### config.mk
export PLATFORM = sky130hd
export DESIGN_NAME = sm_input_from_keys
export DESIGN_NICKNAME = d
export VERILOG_FILES = /design/src/rtl/sm_input_pkg.sv /design/src/rtl/sm_debounce.sv /design/src/rtl/sm_input_from_keys.sv
export SDC_FILE = /design/constraint.sdc
export NUM_CORES = 1
export LEC_CHECK = 0
export ABC_AREA = 1
export CAP_MARGIN = 20
export CORE_MARGIN = 2
export CORE_UTILIZATION = 45
export CTS_CLUSTER_DIAMETER = 50
export DETAILED_ROUTE_END_ITERATION = 6
export PLACE_DENSITY = 0.7
export SYNTH_ARGS = -nofsm -noshare
export SYNTH_HDL_FRONTEND = slang
export SYNTH_HIERARCHICAL = 1
export SYNTH_SLANG_ARGS = --single-unit
### constraint.sdc
create_clock -name clk -period 7.8 [get_ports clk]
set_clock_uncertainty 0.05 [all_clocks]
set_input_delay 1.17 -clock clk [delete_from_list [all_inputs] [get_ports clk]]
set_output_delay 1.17 -clock clk [all_outputs]
set_load 0.01 [all_outputs]
### src/rtl/sm_input_pkg.sv
// Shared constants for the key/switch input peripheral.
//   REG_*      : word offsets decoded from a[3:2]
//   EVT_CNT_W  : width of the press-event counter
package sm_input_pkg;

  localparam logic [1:0] REG_SWITCH      = 2'd0;
  localparam logic [1:0] REG_KEY_LEVEL   = 2'd1;
  localparam logic [1:0] REG_KEY_EDGE    = 2'd2;
  localparam logic [1:0] REG_EVENT_COUNT = 2'd3;

  localparam int EVT_CNT_W = 16;

endpackage

### src/rtl/sm_debounce.sv
// Single-key debouncer. Accepts a level change only after the synchronized
// input has differed from the current stable level for debounceCycles
// consecutive cycles; any return to the stable level restarts the count.
// Ports:
//   clk, rst_p : clock, async active-high reset
//   in_sync    : already-synchronized key level
//   stable     : debounced level
//   press      : registered one-cycle pulse when stable goes 0->1
module sm_debounce #(
  parameter int debounceCycles = 50000
) (
  input  logic clk,
  input  logic rst_p,
  input  logic in_sync,
  output logic stable,
  output logic press
);

  localparam int CW = $clog2(debounceCycles + 1);
  localparam logic [CW-1:0] LAST = CW'(debounceCycles - 1);

  logic          stable_q;
  logic          press_q;
  logic [CW-1:0] cnt_q;

  always_ff @(posedge clk or posedge rst_p) begin
    if (rst_p) begin
      stable_q <= 1'b0;
      press_q  <= 1'b0;
      cnt_q    <= '0;
    end else begin
      press_q <= 1'b0;
      if (in_sync == stable_q) begin
        cnt_q <= '0;
      end else if (cnt_q == LAST) begin
        stable_q <= in_sync;
        cnt_q    <= '0;
        press_q  <= in_sync;  // releases update the level but are not events
      end else begin
        cnt_q <= cnt_q + 1'b1;
      end
    end
  end

  assign stable = stable_q;
  assign press  = press_q;

endmodule

### src/rtl/sm_input_from_keys.sv
// Memory-mapped switch/button input register block.
// Ports:
//   clk, rst_p    : clock, async active-high reset
//   a             : byte address, only a[3:2] used
//   we, wd        : write strobe and data (pre-qualified by external decoder)
//   rd            : combinational read data
//   keys_raw      : async push-buttons, 1 = pressed
//   switches_raw  : async slide switches
// Registers: 0 SWITCH (ro), 1 KEY_LEVEL (ro), 2 KEY_EDGE (sticky, W1C),
//            3 EVENT_COUNT (any write reloads with this cycle's presses).
module sm_input_from_keys
  import sm_input_pkg::*;
#(
  parameter int keyCount       = 4,
  parameter int switchCount    = 10,
  parameter int debounceCycles = 50000
) (
  input  logic                   clk,
  input  logic                   rst_p,
  input  logic [31:0]            a,
  input  logic                   we,
  input  logic [31:0]            wd,
  output logic [31:0]            rd,
  input  logic [keyCount-1:0]    keys_raw,
  input  logic [switchCount-1:0] switches_raw
);

  logic [switchCount-1:0] sw_s1_q, sw_s2_q;
  logic [keyCount-1:0]    key_s1_q, key_s2_q;
  logic [keyCount-1:0]    stable, press;
  logic [keyCount-1:0]    edge_q, edge_d, edge_clr;
  logic [EVT_CNT_W-1:0]   count_q, count_d, press_cnt;
  logic                   wr_edge, wr_count;

  // 2-FF synchronizers
  always_ff @(posedge clk or posedge rst_p) begin
    if (rst_p) begin
      sw_s1_q  <= '0;
      sw_s2_q  <= '0;
      key_s1_q <= '0;
      key_s2_q <= '0;
    end else begin
      sw_s1_q  <= switches_raw;
      sw_s2_q  <= sw_s1_q;
      key_s1_q <= keys_raw;
      key_s2_q <= key_s1_q;
    end
  end

  for (genvar i = 0; i < keyCount; i++) begin : g_key
    sm_debounce #(.debounceCycles(debounceCycles)) u_db (
      .clk    (clk),
      .rst_p  (rst_p),
      .in_sync(key_s2_q[i]),
      .stable (stable[i]),
      .press  (press[i])
    );
  end

  assign wr_edge  = we && (a[3:2] == REG_KEY_EDGE);
  assign wr_count = we && (a[3:2] == REG_EVENT_COUNT);
  assign edge_clr = wr_edge ? wd[keyCount-1:0] : '0;

  always_comb begin
    press_cnt = '0;
    for (int i = 0; i < keyCount; i++)
      press_cnt = press_cnt + {{(EVT_CNT_W-1){1'b0}}, press[i]};
  end

  // Set after clear so a press in the clearing cycle survives; a counter
  // write reloads with this cycle's presses so none are dropped.
  assign edge_d  = (edge_q & ~edge_clr) | press;
  assign count_d = wr_count ? press_cnt : count_q + press_cnt;

  always_ff @(posedge clk or posedge rst_p) begin
    if (rst_p) begin
      edge_q  <= '0;
      count_q <= '0;
    end else begin
      edge_q  <= edge_d;
      count_q <= count_d;
    end
  end

  always_comb begin
    rd = '0;
    case (a[3:2])
      REG_SWITCH:      rd = 32'(sw_s2_q);
      REG_KEY_LEVEL:   rd = 32'(stable);
      REG_KEY_EDGE:    rd = 32'(edge_q);
      REG_EVENT_COUNT: rd = {{(32-EVT_CNT_W){1'b0}}, count_q};
      default:         rd = '0;
    endcase
  end

  logic unused_ok;
  assign unused_ok = ^{a[31:4], a[1:0], wd[31:keyCount]};

endmodule

==> key figures <==
Status
  – Result of the run: finished clean

Synthesis
  – Number of distinct library cells after synthesis: 33
  – Total of flip-flops plus latches after synthesis: 120
  – Combined area of all synthesized cells: ~6200 sq um
  – Share of async-settable or async-resettable flops after synthesis: 1.00
  – Post-synthesis cell count: around 740
  – Ys Warns: 6
  – Dominant register cell in the synthesized netlist: sky130_fd_sc_hd__dfrtp_1
  – Number of flops mapped to enable cells by yosys: 0
  – Post-Syn Area per Cell: 8.43 sq um
  – Sequential-to-total area share from yosys stat: 0.484

Clock tree
  – Clock latency on the worst-skew pair: slightly above 400 ps
  – Sinks on the clock net: 120
  – Maximum level of the CTS H-tree: 4
  – Post-CTS Hold Fix Bufs: 0
  – Reg clk slew, reported paths: approximately 50 ps
  – Root buffer cell: sky130_fd_sc_hd__clkbuf_16
  – Post-CTS resize count: 0
  – Setup fix buffers added after clock tree synthesis: 0
  – Num CTS Buffers: 17
  – Clock Path Buffers: 2
  – CTS tree: done

Critical path
  – Arrival time of data at the critical path endpoint: between 3000 and 4000 ps
  – Startpoint Class: input port
  – Max incr delay on CP: ~670 ps
  – Crit path buf inv count: 3
  – Cell chain of the critical path: clkdlybuf4s50_1, nand2_1, inv_2, nand2_1, nand4_1, clkdlybuf4s50_1
  – Crit Path Max Fanout: 11
  – Cell family with most CP delay: buffers and inverters
  – Cell with the biggest individual delay on the critical path: sky130_fd_sc_hd__clkdlybuf4s50_1
  – Required time reported for the critical path endpoint: roughly 6600 ps
  – Type of the worst setup path: in2out
  – Critical path capture point type: primary output

Cells and area
  – Top library cells by usage in the layout, fill and taps aside: sky130_fd_sc_hd__nand2_1, sky130_fd_sc_hd__nor2_1, sky130_fd_sc_hd__dfrtp_1, sky130_fd_sc_hd__inv_1, sky130_fd_sc_hd__nand3_1
  – Area Overhead vs Synth: 17.6%
  – Total number of nets in the final design: 882
  – Share of the core filled with cells: 0.547
  – Count of placed standard cells in the final layout, fillers left out: about 980
  – Diodes inserted: 0
  – Most common cell after layout, fill and taps aside: sky130_fd_sc_hd__nand2_1
  – Layout cell share with drive strength beyond 1: 0.132

Pwr
  – Worst-case vdd ir drop: between 0.00015 and 0.0002 V
  – Leakage power total: about 3.4 nW
  – Power density over the cells: between 150 and 200 nW/um^2

Place
  – Cell count after placement: 947
  – HPWL reported at the end of detailed placement: 8780 um
  – PortBufs: 38
  – Global placer's final weighted congestion: 0.864

Die
  – Die outline width: between 100 and 150 um
  – Boundary pin count: between 100 and 150
  – # rows: between 40 and 50
  – Initial Util: 0.465
  – Placeable core region: about 13000 sq um
  – Vert. Die Dim: ~120 um
  – Total Die Area: between 10000 and 15000 sq um

STA
  – Fraction of the cycle the final worst path needs: 0.570
  – Hold slack: just under 300 ps
  – Pin slew with the least headroom to its limit: 716 ps
  – Clock period minus final worst setup slack: ~4400 ps
  – F_max: about 0.22 GHz
  – Max-slew violation count: 0
  – Max-Slew Margin vs Limit: 0.522
  – Final setup viols: 0
  – Unrepaired setup endpoints after global routing: false
  – Final hold violations: 0
  – Setup TNS: 0 ps

Global routing
  – Wire length of the first global-routing pass: 21100 um
  – Antenna violations before repair: 0
  – GRT Overall Usage: 0.183
  – GRT Residual Overflow: 0
  – Maximum number of pins on one net before global-route repair: slightly below 50
  – Via count of the first global-routing pass: 4510

Routing
  – Post-DRT Antenna Nets: 0
  – Drt via density: 4.76
  – DRT iter0 DRCs: approximately 280
  – Avg WL per Cell: roughly 12 um
  – Total via count after detailed routing: 4660
  – Final WL: about 12000 um
  – Initial DRT Pass Iterations: 4
  – DRC violation count after routing: 0

Run
  – Number of maximum-capacitance violations: 0

Hold path
  – Class of the worst hold path: reg2reg
## power by group
part	switching [W]	internal, W	total [W]
logic	0.0000429	0.0000249	0.0000679
clock network	0.000258	0.000481	0.000739
registers	0.00000986	0.000637	0.000647
## metal layers
| metal | part of all wire | global-route usage | vias to the layer above |
|---|---|---|---|
| met5 | 0 | 0 | - |
| met4 | 0.016 | 0.0833 | 0 |
| met3 | 0.033 | 0.0334 | 12 |
| met2 | 0.46 | 0.281 | 88 |
| met1 | 0.49 | 0.252 | 2166 |
| li1 | - | - | 2394 |
## stage by stage
stage	area (sq um)	power (W)	setup slack (ps)
CTS	7300	0.00147	3370
global placement	6730	0.000725	3360
finish	7300	0.00145	3350
global route	7300	0.00151	3210
detailed placement	6730	0.000726	3370
floorplan	6260	0.000701	4700
## final cells by class
type | instances | area [sq um]
clock inverters | 9 | 100
clock buffers | 22 | 464
flip-flops and latches | 120 | 3000
inverters | 87 | 327
multi-input cells | 525 | 2800
repair buffers | 39 | 388
well taps | 176 | 220
fillers | 1244 | 6050
## final timing paths
check                                         startpoint  slack (ps)  depth (start not counted)                             to
setup / recovery                                    a[2]        3350                          6                          rd[3]
hold / removal                      sw_s1_q[2]$_DFF_PP0_         300                          0           sw_s2_q[2]$_DFF_PP0_
setup reg to reg           g_key[0].u_db/press$_DFF_PP0_        5000                         15          count_q[14]$_DFF_PP0_
hold reg to reg                     sw_s1_q[2]$_DFF_PP0_         300                          0           sw_s2_q[2]$_DFF_PP0_
max in group asynchronous                          rst_p        5910                          2  g_key[2].u_db/press$_DFF_PP0_
min in group asynchronous                          rst_p        1320                          2  g_key[0].u_db/press$_DFF_PP0_
## synthesized netlist by cell type, drive strengths merged (8+ instances only)
cell	count	area, sq um
nand2	164	681
nor2	163	692
dfrtp	120	3000
inv	87	327
nand3	68	410
xor2	21	214
buf	18	133
xnor2	16	140
o21ai	15	75.1
a21oi	14	70.1
nand4	12	75.1
ha	9	113
a31oi	8	50.1
nor3	8	105
## registers in the layout, indices dropped and copies added (netlist names)
signal,cells
key_s1_q,4
g_key.u_db/cnt_q,64
sw_s1_q,10
g_key.u_db/press,4
g_key.u_db/stable,4
count_q,16
edge_q,4
sw_s2_q,10
key_s2_q,4
## cells by family after synthesis
group,Yosys count,share of synthesized area
AOI/OAI and AO/OA,46,0.0429
xor gates and xnor gates,37,0.0571
adders and majority gates,11,0.0246
buffers and inverters,106,0.0746
DFF,120,0.484
other,1,0.000604
and+or+nand+nor,415,0.316
Power figures use the tool's default switching activity.
